**src/rtl/mainbus_arbiter.sv**
```systemverilog
// rtl/mainbus_arbiter.sv - MainBus sequencer/arbiter for Dragon-protocol cache controllers.
// Fixed-priority arbitration by default; define MAINBUS_ROUND_ROBIN_EN for round-robin.
module mainbus_arbiter #(
    parameter int NUM_CACHES  = 4,
    parameter int MEM_LATENCY = 2
) (
    input  logic                          clock,
    input  logic                          reset,
    input  logic [NUM_CACHES-1:0]         req,
    input  logic [2*NUM_CACHES-1:0]       req_op,
    input  logic [NUM_CACHES-1:0]         snoop_shared,
    output logic [NUM_CACHES-1:0]         gnt,
    output logic [NUM_CACHES-1:0]         done,
    output logic [$clog2(NUM_CACHES)-1:0] owner,
    output logic                          bus_rd,
    output logic                          bus_upd,
    output logic                          mem_re,
    output logic                          mem_we,
    output logic                          shared_out,
    output logic                          busy
);

    localparam int OW = $clog2(NUM_CACHES);
    localparam int CW = $clog2(MEM_LATENCY + 1);
    localparam logic [1:0] OP_RD    = 2'b00;
    localparam logic [1:0] OP_UPD   = 2'b01;
    localparam logic [1:0] OP_FLUSH = 2'b10;
    localparam logic [1:0] OP_RSVD  = 2'b11;

    generate
        if (NUM_CACHES < 2 || NUM_CACHES > 8) begin : g_bad_num_caches
            $error("mainbus_arbiter: NUM_CACHES must be in 2..8");
        end
        if (MEM_LATENCY < 1 || MEM_LATENCY > 15) begin : g_bad_mem_latency
            $error("mainbus_arbiter: MEM_LATENCY must be in 1..15");
        end
    endgenerate

    typedef enum logic [2:0] {
        S_IDLE,
        S_GRANT,
        S_SNOOP,
        S_MEM,
        S_DONE
    } state_t;

    state_t                  state;
    state_t                  state_n;
    logic [OW-1:0]           owner_n;
    logic [1:0]              op_q;
    logic [1:0]              op_n;
    logic [OW-1:0]           last_owner;
    logic [CW-1:0]           mem_cnt;
    logic [NUM_CACHES-1:0]   eligible;
    logic                    found;
    logic [OW-1:0]           winner;
    logic                    busy_n;
    logic [NUM_CACHES-1:0]   own_mask;
    logic [NUM_CACHES-1:0]   own_mask_n;

    // Reserved ops are invisible to arbitration.
    always_comb begin
        eligible = '0;
        for (int i = 0; i < NUM_CACHES; i++) begin
            eligible[i] = req[i] && (req_op[2*i +: 2] != OP_RSVD);
        end
    end

`ifdef MAINBUS_ROUND_ROBIN_EN
    logic [OW-1:0] rr_idx;

    always_comb begin
        found  = 1'b0;
        winner = '0;
        rr_idx = '0;
        for (int k = 1; k <= NUM_CACHES; k++) begin
            rr_idx = OW'((int'(last_owner) + k) % NUM_CACHES);
            if (!found && eligible[rr_idx]) begin
                found  = 1'b1;
                winner = rr_idx;
            end
        end
    end
`else
    // Pointer is still tracked so both builds keep the same state.
    logic unused_last_owner;
    assign unused_last_owner = ^last_owner;

    always_comb begin
        found  = 1'b0;
        winner = '0;
        for (int i = 0; i < NUM_CACHES; i++) begin
            if (!found && eligible[i]) begin
                found  = 1'b1;
                winner = OW'(i);
            end
        end
    end
`endif

    always_comb begin
        state_n = state;
        owner_n = owner;
        op_n    = op_q;
        case (state)
            S_IDLE: begin
                if (found) begin
                    state_n = S_GRANT;
                    owner_n = winner;
                    op_n    = req_op[{winner, 1'b0} +: 2];
                end
            end
            S_GRANT: state_n = S_SNOOP;
            S_SNOOP: state_n = (op_q == OP_UPD) ? S_DONE : S_MEM;
            S_MEM: begin
                if (mem_cnt == CW'(1)) begin
                    state_n = S_DONE;
                end
            end
            S_DONE:  state_n = S_IDLE;
            default: state_n = S_IDLE;
        endcase
    end

    always_ff @(posedge clock or negedge reset) begin
        if (!reset) begin
            state <= S_IDLE;
        end else begin
            state <= state_n;
        end
    end

    assign busy_n     = (state_n != S_IDLE);
    assign own_mask   = NUM_CACHES'(1) << owner;
    assign own_mask_n = NUM_CACHES'(1) << owner_n;

    // Outputs are registered from the next state so they line up with it.
    always_ff @(posedge clock or negedge reset) begin
        if (!reset) begin
            owner      <= '0;
            op_q       <= OP_RD;
            last_owner <= OW'(NUM_CACHES - 1);
            mem_cnt    <= '0;
            gnt        <= '0;
            done       <= '0;
            bus_rd     <= 1'b0;
            bus_upd    <= 1'b0;
            mem_re     <= 1'b0;
            mem_we     <= 1'b0;
            shared_out <= 1'b0;
            busy       <= 1'b0;
        end else begin
            owner   <= owner_n;
            op_q    <= op_n;
            busy    <= busy_n;
            gnt     <= busy_n ? own_mask_n : '0;
            done    <= (state_n == S_DONE) ? own_mask_n : '0;
            bus_rd  <= busy_n && (op_n == OP_RD);
            bus_upd <= busy_n && (op_n == OP_UPD);
            mem_re  <= (state_n == S_MEM) && (op_n == OP_RD);
            mem_we  <= (state_n == S_MEM) && (op_n == OP_FLUSH);

            if (state == S_SNOOP) begin
                shared_out <= |(snoop_shared & ~own_mask);
            end else if (state_n == S_IDLE) begin
                shared_out <= 1'b0;
            end

            if (state == S_SNOOP) begin
                mem_cnt <= CW'(MEM_LATENCY);
            end else if (state == S_MEM) begin
                mem_cnt <= mem_cnt - CW'(1);
            end

            if (state == S_DONE) begin
                last_owner <= owner;
            end
        end
    end

endmodule
```
**config.mk**
```make
export PLATFORM = sky130hd
export DESIGN_NAME = mainbus_arbiter
export DESIGN_NICKNAME = d
export VERILOG_FILES = /design/src/rtl/mainbus_arbiter.sv
export SDC_FILE = /design/constraint.sdc
export NUM_CORES = 1
export LEC_CHECK = 0
export BUFFER_PORTS_ARGS = -buffer_cell sky130_fd_sc_hd__buf_2
export CAP_MARGIN = 5
export CELL_PAD_IN_SITES_DETAIL_PLACEMENT = 2
export CELL_PAD_IN_SITES_GLOBAL_PLACEMENT = 2
export CORE_AREA = 2 2 65 82
export CTS_BUF_LIST = sky130_fd_sc_hd__clkbuf_2
export DETAILED_ROUTE_END_ITERATION = 10
export DIE_AREA = 0 0 67 84
export PLACE_DENSITY_LB_ADDON = 0.1
export REMOVE_ABC_BUFFERS = 1
export SYNTH_ARGS = -nofsm -noshare
export SYNTH_HDL_FRONTEND = slang
export SYNTH_SLANG_ARGS = --single-unit
```
**constraint.sdc**
```tcl
create_clock -name clock -period 1.9 [get_ports clock]
set_input_delay 0.285 -clock clock [delete_from_list [all_inputs] [get_ports clock]]
set_output_delay 0.285 -clock clock [all_outputs]
set_load 0.03 [all_outputs]
```
==> results of run 1 <==
==> final timing paths <==
kind / to / slack [ns] / cells after the start / from
max reg2reg: done[1]$_DFF_PN0_ / 0.24 / 5 / state[0]$_DFF_PN0_
min: shared_out$_DFFE_PN0P_ / 0.31 / 3 / snoop_shared[0]
max in group asynchronous: bus_rd$_DFF_PN0_ / 1.12 / 2 / reset
max: done[1]$_DFF_PN0_ / 0.24 / 5 / state[0]$_DFF_PN0_
min in group asynchronous: gnt[2]$_DFF_PN0_ / 0.40 / 2 / reset
min reg2reg: mem_re$_DFF_PN0_ / 0.53 / 1 / op_q[1]$_DFF_PN0_
==> cell usage in the layout (no fill, tap or decap), drive strengths merged, types with 4 or more instances in the layout <==
| cell type | n |
|---|---|
| nand2b | 6 |
| o21ai | 4 |
| dfrtp | 23 |
| buf | 34 |
| nor2 | 13 |
| a21oi | 10 |
| a21boi | 6 |
| nand2 | 11 |
| inv | 7 |
| nor3 | 5 |
==> layout make-up <==
class | instances | area share
well taps | 62 | 0.0534
repair buffers | 35 | 0.126
clock inverters | 1 | 0.00517
flip-flops and latches | 23 | 0.397
clock buffers | 3 | 0.0103
inverters | 7 | 0.0181
multi-input cells | 83 | 0.391
==> kinds of logic after synthesis <==
group,share of synthesized area
adders and majority gates,0.0106
AOI/OAI and AO/OA,0.241
DFF,0.488
and+or+nand+nor,0.221
muxes,0.00849
buffers and inverters,0.0308
==> metrics by stage <==
| step | std cells | hold WS [ns] | total power, mW |
|---|---|---|---|
| floorplan | 113 | -0.0106 | 1.58 |
| global placement | 209 | 0.290 | 1.92 |
| detailed placement | 209 | 0.296 | 1.96 |
| CTS | 214 | 0.291 | 2.17 |
| global route | 214 | 0.282 | 2.31 |
| finish | 214 | 0.311 | 2.12 |
==> where the power goes <==
group,switching [mW],total (mW),internal (mW)
registers,0.175,0.859,0.684
logic,0.688,1.05,0.366
clock network,0.159,0.207,0.0489
total,1.02,2.12,1.10
==> state kept, by name, summed over array words and instances, names as in the netlist <==
register	flops
done	4
gnt	4
state	3
mem_cnt	2
op_q	2
owner	2
bus_rd	1
bus_upd	1
busy	1
mem_re	1
mem_we	1
shared_out	1
==> worst max-delay path: stages (launching register included) <==
cell and delay [ns]:
dfrtp_1 0.57, nor3_4 0.31, o21ai_0 0.13, a21boi_1 0.37
nand2b_1 0.19, nor2_1 0.05
==> what timing repair did <==
action	4_1_cts	5_1_grt
setup endpoints to repair	0	0
hold buffers	1	0
gates resized for setup	0	0
endpoints found under the hold margin	23	0
==> metal layers <==
| layer | share of wire | up-vias |
|---|---|---|
| li1 | - | 476 |
| met1 | 0.42 | 485 |
| met2 | 0.53 | 19 |
| met3 | 0.031 | 4 |
| met4 | 0.010 | 0 |
| met5 | 0 | - |
==> impl_metrics.csv, run 1 <==
group,metric,value,unit
status,status,"completed",
global_routing,grt_pass1_vias,1118,
clocking,cts_tree,"yes",
yosys,synth_top_flop_cell,"dfrtp_1",
yosys,yosysSeqAreaShare,0.488,
detailed_routing,drc,0,
finish,multi_input_area,567,um2
sta,drv_slew,0,
sta,skew,0.0221,ns
global_routing,antenna_found_initial,0,
worst_setup_path,arrival,1.93,ns
yosys,async_reset_ff_frac,1.00,
worst_setup_path,worst-path-max-fanout,10,
worst_setup_path,startpoint_type,"flop",
power,ir_drop,0.000507,V
clocking,clockRootBuffer,"clkbuf_2",
floorplan,initial_core_util,0.239,
global_routing,grt_pass1_wl,5.36,mm
yosys,synth_area_leaders,"dfrtp_1 (49%), nor2_1 (4.1%), a21oi_1 (3.8%)",
clocking,htree_levels,1,
detailed_routing,ant_nets,0,
sta,max_freq,603,MHz
finish,syn_to_final_growth,23.1,%
global_routing,grt_util_met2,0.226,
finish,finalInstanceArea,0.00145,mm2
clocking,cts_buffer_depth,2,
floorplan,rows,29,
global_routing,grtUsageMet3,0.00810,
detailed_routing,vias,984,
yosys,synth_seq_cells,23,
sta,finalHoldViolations,0,
min_path,hold_class,"in -> reg",
global_routing,overflow,0,
yosys,synth_top_area_frac,0.488,
floorplan,die_w,67,um
clocking,cts_sinks,23,
sta,rsz0062_at_grt,"false",
placement,place_congestion,0.686,
sta,fin_setup_tns,0,ns
detailed_routing,post_drt_wl_per_cell,14.7,um
yosys,netlist_area,0.00118,mm2
detailed_routing,via_per_inst,4.60,
finish,register_area,576,um2
detailed_routing,firstDrtPassIters,3,
worst_setup_path,worstPathRequired,2.17,ns
clocking,numCtsBuffers,3,
global_routing,grt_max_degree,24,
finish,fillers,582,
clocking,postCtsSetupRepairBufs,0,
floorplan,die_h,84,um
sta,max_slew_margin,0.642,
worst_setup_path,cp-end-kind,"flop",
yosys,synth_cells,115,
power,p_leak,0.701,nW
global_routing,grt.total_usage,0.123,
placement,io_buffers,33,
floorplan,coreArea,0.00493,mm2
global_routing,top_usage_layer,"met2",
sta,worstMarginPinSlew,0.537,ns
finish,final_layout_size_suffix_gt1_frac,0.349,
worst_setup_path,worstSetupPathType,"reg -> reg",
yosys,synth.most_common_cell,"dfrtp_1",
floorplan,pin_count,34,
sta,min_period,1.66,ns
sta,layout_setup_ws,0.243,ns
placement,dp.final_hpwl,2.58,mm
sta,setup_violations,0,
job,drv_cap,0,
finish,utilization,0.294,
global_routing,met1_usage,0.148,
yosys,synth_common_cells,"dfrtp_1 (23), nor2_1 (13), nand2_1 (10), a21oi_1 (9)",
floorplan,dieArea,0.00563,mm2
yosys,ys_warn_count,0,
finish,antenna_cells,0,
yosys,synth_edf_count,0,
clocking,path_clk_slew,0.25,ns
placement,dpl_cell_area,0.00142,mm2
clocking,clk-insertion-delay-late,0.35,ns
yosys,avgSynthCellArea,10.2,um2
power,powerDensity,1460,mW/mm2
finish,nNetsFinal,172,
yosys,yosysUniqueCellTypes,40,
detailed_routing,drt-total-wl,3.15,mm
yosys,yosysTopAreaCell,"dfrtp_1",
placement,dp_slack,0.229,ns
detailed_routing,drt-initial-drc-count,9,
sta,fin_crit_sh,0.872,
(Power assumes the default switching activity.)
==> run 2: changes to the inputs <==
clock period = 1.34 ns   (was 1.9 ns; I/O delays follow)
==> run 2 against run 1 <==
Against the previous run:
- the flow now finishes with violations (negative setup slack)
- maximum frequency grew 17%
- register-to-register slack got worse by 0.31 ns
- setup slack lost 0.31 ns
- non-clock buffer count up 30
==> impl_metrics.csv, run 2 (synthesis gave the netlist of run 1 again) <==
group,metric,value,unit
sta,skew,0.00560,ns
floorplan,rows,29,
clocking,clk-insertion-delay-late,0.34,ns
global_routing,grt_pass1_vias,1332,
clocking,numCtsBuffers,3,
worst_setup_path,path_cells,"or3_4 > o22ai_4 > inv_2 > nor2_1",
floorplan,die_w,67,um
sta,max_slew_margin,0.657,
sta,min_period,1.41,ns
detailed_routing,vias,1109,
finish,layoutNonFillerInstCount,244,
floorplan,initial_core_util,0.239,
placement,dpl_cell_area,0.00160,mm2
global_routing,grt.total_usage,0.143,
floorplan,coreArea,0.00493,mm2
status,violations,"negative setup slack",
finish,final_layout_size_suffix_gt1_frac,0.566,
global_routing,top_usage_layer,"met2",
finish,layout_commonest_cell,"buf_2",
clocking,path_clk_slew,0.23,ns
placement,dp_slack,-0.345,ns
power,p_total,3.85,mW
finish,utilization,0.369,
global_routing,antenna_found_initial,0,
power,p_leak,0.886,nW
worst_setup_path,cp_slowest_cell,"dfrtp_1",
finish,syn_to_final_growth,54.5,%
worst_setup_path,reg2reg_slack,-0.07,ns
finish,reg_top3,"done x4, gnt x4, state x3",
global_routing,overflow,0,
power,switching_share,0.448,
sta,drv_slew,0,
detailed_routing,ant_nets,0,
worst_setup_path,startpoint_type,"flop",
power,power_frac_clock,0.076,
placement,io_buffers,33,
worst_setup_path,cp-end-kind,"flop",
global_routing,grtUsageMet3,0.0135,
detailed_routing,firstDrtPassIters,3,
finish,antenna_cells,0,
sta,rsz0062_at_grt,"true",
worst_setup_path,slowest_delay,0.48,ns
floorplan,die_h,84,um
clocking,cts_buffer_depth,2,
sta,worstMarginPinSlew,0.515,ns
min_path,whs_path_depth,3,
power,p_seq_frac,0.294,
finish,nNetsFinal,202,
job,drv_cap,0,
power,pwr-share-comb,0.631,
placement,dp.final_hpwl,3.03,mm
worst_setup_path,timing.rr.start,"state[0]$_DFF_PN0_",
detailed_routing,drt-initial-drc-count,10,
power,p_sw,1.73,mW
worst_setup_path,rr_endpoint,"gnt[0]$_DFF_PN0_",
placement,dp_cells,233,
sta,layout_setup_ws,-0.0715,ns
global_routing,met1_usage,0.150,
global_routing,grt_max_degree,24,
min_path,holdCritStartpoint,"snoop_shared[0]",
clocking,cts_tree,"yes",
sta,max_freq,708,MHz
worst_setup_path,arrival,1.70,ns
sta,fin_setup_tns,-0.578,ns
detailed_routing,via_per_inst,4.55,
finish,final_cell_mix,"buf_2 (32), buf_4 (26), dfrtp_1 (22), a21oi_1 (8), nand2_1 (8)",
worst_setup_path,worstPathRequired,1.63,ns
floorplan,dieArea,0.00563,mm2
power,ir_drop,0.000678,V
floorplan,pin_count,34,
clocking,cts_sinks,23,
worst_setup_path,worst-path-max-fanout,5,
sta,fin_crit_sh,1.05,
global_routing,grt_util_met2,0.271,
placement,place_congestion,0.737,
finish,finalInstanceArea,0.00182,mm2
power,intPower,2.13,mW
global_routing,grt_pass1_wl,6.11,mm
worst_setup_path,worstSetupPathType,"reg -> reg",
min_path,hold_end,"shared_out$_DFFE_PN0P_",
detailed_routing,drt-total-wl,3.73,mm
detailed_routing,drc,0,
status,status,"finished, violations left",
worst_setup_path,r2r_cells,4,
clocking,clockRootBuffer,"clkbuf_2",
clocking,htree_levels,1,
sta,finalHoldViolations,0,
power,powerDensity,2120,mW/mm2
detailed_routing,post_drt_wl_per_cell,15.3,um
sta,hold_slack,0.219,ns
min_path,hold_class,"in -> reg",
sta,setup_violations,11,
## run 2: final cells by class
type / instances / area [um2]
inverters: 7 / 26.3
clock buffers: 3 / 15.0
clock inverters: 1 / 7.51
multi-input cells: 83 / 684
fillers: 565 / 3110
repair buffers: 65 / 433
well taps: 62 / 77.6
flip-flops and latches: 23 / 577
## run 2: timing repair
item	in CTS	in global routing
resized for setup	17	19
hold buffers	1	0
setup buffers	7	0
endpoints found under the setup margin	12	17
pin swaps	12	5
endpoints found under the hold margin	23	0
## run 2: critical path, delay by kind of cell, from the launching register on
kind | cells | cell delay (ns)
AOI/OAI and AO/OA | 1 | 0.22
buffers and inverters | 1 | 0.10
DFF | 1 | 0.48
and+or+nand+nor | 2 | 0.57
## run 2: how the worst max path moves through the flow
stage | cells after the start | to | start | slack (ns)
2_1_floorplan | 5 | done[0]$_DFF_PN0_ | state[0]$_DFF_PN0_ | -0.04
3_3_place_gp | 7 | bus_rd$_DFF_PN0_ | req[2] | -0.34
3_5_place_dp | 7 | bus_rd$_DFF_PN0_ | req[2] | -0.34
4_1_cts | 6 | mem_re$_DFF_PN0_ | state[0]$_DFF_PN0_ | -0.09
5_1_grt | 5 | gnt[2]$_DFF_PN0_ | state[0]$_DFF_PN0_ | -0.16
6_report | 4 | gnt[0]$_DFF_PN0_ | state[0]$_DFF_PN0_ | -0.07
## run 2: metal layers
metal,part of all wire,vias to the layer above
li1,-,534
met1,0.36,544
met2,0.58,23
met3,0.029,8
met4,0.028,0
met5,0,-
## run 2: power by group through the flow
| stage | Combinational, mW | Clock (mW) | Sequential (mW) |
|---|---|---|---|
| 2_1_floorplan | 0.702 | 0 | 1.54 |
| 3_3_place_gp | 1.86 | 0 | 1.14 |
| 3_5_place_dp | 1.93 | 0 | 1.16 |
| 4_1_cts | 2.24 | 0.314 | 1.14 |
| 5_1_grt | 2.65 | 0.334 | 1.18 |
| 6_report | 2.43 | 0.291 | 1.13 |
==> run 3: changes to the inputs <==
PLACE_DENSITY_LB_ADDON = 0.25   (was 0.1)
==> run 3 against run 2 <==
Against the previous run:
- power is 6.7% lower
- global-route usage is 0.71 points lower
- cell count is 6.1% lower
- sequential power is 4% higher
- sequential cell count stayed put
- the run still ends with negative setup slack left
- first-iteration DRC count is 100% higher
- critical endpoint is now bus_rd$_DFF_PN0_
==> impl_metrics.csv, run 3 (synthesis gave the netlist of run 1 again) <==
group,metric,value,unit
sta,finalHoldViolations,0,
worst_setup_path,reg2reg_slack,-0.1,ns
power,ir_drop,0.000832,V
finish,final_layout_size_suffix_gt1_frac,0.551,
global_routing,overflow,0,
worst_setup_path,arrival,1.65,ns
finish,reg_top3,"done x4, gnt x4, state x3",
finish,utilization,0.341,
sta,rsz0062_at_grt,"true",
sta,max_slew_margin,0.664,
min_path,holdCritStartpoint,"snoop_shared[0]",
global_routing,grt_max_degree,24,
detailed_routing,ant_nets,0,
sta,max_freq,697,MHz
floorplan,pin_count,34,
min_path,hold_end,"shared_out$_DFFE_PN0P_",
sta,hold_slack,0.237,ns
min_path,whs_path_depth,3,
floorplan,rows,29,
detailed_routing,via_per_inst,4.64,
placement,place_congestion,0.761,
sta,setup_violations,13,
status,violations,"negative setup slack",
power,powerDensity,2140,mW/mm2
floorplan,die_h,84,um
finish,fillers,559,
clocking,cts_buffer_depth,2,
worst_setup_path,cp-end-kind,"flop",
floorplan,initial_core_util,0.239,
sta,drv_slew,0,
global_routing,antenna_found_initial,0,
global_routing,grt_pass1_wl,5.90,mm
worst_setup_path,timing.rr.start,"state[0]$_DFF_PN0_",
finish,nNetsFinal,187,
status,status,"finished, violations left",
clocking,cts_sinks,23,
worst_setup_path,worstSetupPathType,"reg -> reg",
detailed_routing,drc,0,
floorplan,coreArea,0.00493,mm2
clocking,cts_tree,"yes",
sta,fin_crit_sh,1.07,
sta,layout_setup_ws,-0.0956,ns
finish,register_area,579,um2
finish,multi_input_area,672,um2
clocking,path_clk_slew,0.20,ns
floorplan,dieArea,0.00563,mm2
clocking,htree_levels,1,
worst_setup_path,worstPathRequired,1.56,ns
clocking,clk-insertion-delay-late,0.31,ns
sta,worstMarginPinSlew,0.505,ns
worst_setup_path,rr_endpoint,"bus_rd$_DFF_PN0_",
global_routing,grt_pass1_vias,1216,
job,drv_cap,0,
detailed_routing,firstDrtPassIters,4,
detailed_routing,post_drt_wl_per_cell,14.8,um
worst_setup_path,r2r_cells,5,
power,p_leak,0.801,nW
worst_setup_path,worst-path-max-fanout,3,
finish,syn_to_final_growth,42.7,%
detailed_routing,vias,1063,
worst_setup_path,startpoint_type,"flop",
detailed_routing,drt-total-wl,3.40,mm
sta,skew,0.00608,ns
global_routing,grt.total_usage,0.136,
placement,io_buffers,33,
finish,final_cell_mix,"buf_2 (33), dfrtp_1 (20), buf_4 (13), a21oi_1 (9), nor2_2 (7)",
floorplan,die_w,67,um
clocking,numCtsBuffers,3,
clocking,clockRootBuffer,"clkbuf_2",
sta,min_period,1.44,ns
finish,antenna_cells,0,
finish,layout_commonest_cell,"buf_2",
detailed_routing,drt-initial-drc-count,20,
min_path,hold_class,"in -> reg",
placement,dp.final_hpwl,2.71,mm
## run 3: worst max path at each step
stage / endpoint / from / slack [ns]
2_1_floorplan: done[0]$_DFF_PN0_ / state[0]$_DFF_PN0_ / -0.04
3_3_place_gp: bus_rd$_DFF_PN0_ / req[2] / -0.28
3_5_place_dp: bus_rd$_DFF_PN0_ / req[2] / -0.24
4_1_cts: gnt[0]$_DFF_PN0_ / state[1]$_DFF_PN0_ / -0.1
5_1_grt: bus_rd$_DFF_PN0_ / state[0]$_DFF_PN0_ / -0.15
6_report: bus_rd$_DFF_PN0_ / state[0]$_DFF_PN0_ / -0.1
## run 3: layout make-up
| type | count | area share |
|---|---|---|
| sequential | 23 | 0.344 |
| inverter | 7 | 0.0156 |
| timing repair buffer | 50 | 0.182 |
| multi-input combinational | 83 | 0.400 |
| tap | 62 | 0.0461 |
| clock buffer | 4 | 0.0119 |
## run 3: where the power goes
part           internal [mW]  total, mW  switching [mW]  leakage [nW]
Clock                 0.0791      0.268           0.189        0.0166
Combinational          0.877       2.15            1.28         0.501
Sequential             0.980       1.17           0.195         0.284
## run 3: through the flow
| stage | worst slack [ns] | setup TNS (ns) | cells | power [mW] | area (um2) |
|---|---|---|---|---|---|
| 2_1_floorplan | -0.0434 | -0.293 | 113 | 2.25 | 1170 |
| 3_3_place_gp | -0.281 | -1.32 | 223 | 2.92 | 1520 |
| 3_5_place_dp | -0.238 | -1.79 | 223 | 3.00 | 1520 |
| 4_1_cts | -0.0956 | -0.956 | 229 | 3.50 | 1620 |
| 5_1_grt | -0.153 | -1.69 | 229 | 3.91 | 1680 |
| 6_report | -0.0956 | -0.868 | 229 | 3.60 | 1680 |
## run 3: layer usage
metal	vias up	wire length [um]	track usage	share of wire
met2	21	1950	0.254	0.57
met3	2	132	0.0202	0.039
met5	-	0	0	0
met1	535	1300	0.153	0.38
met4	0	23	0.0390	0.0068
li1	505	-	-	-
## run 3: what timing repair did
item / in CTS / in global routing
hold buffers: 1 / 0
setup buffers: 1 / 0
resized for setup: 17 / 18
pin swaps: 12 / 5
setup endpoints to repair: 12 / 19
hold endpoints to repair: 23 / 0
cloned: 0 / 0
## run 3: critical path: stages (launching register included)
cell	delay (ns)
dfrtp_1	0.46
nor3_4	0.27
buf_6	0.14
o41ai_4	0.06
or3_1	0.34
o41ai_2	0.07
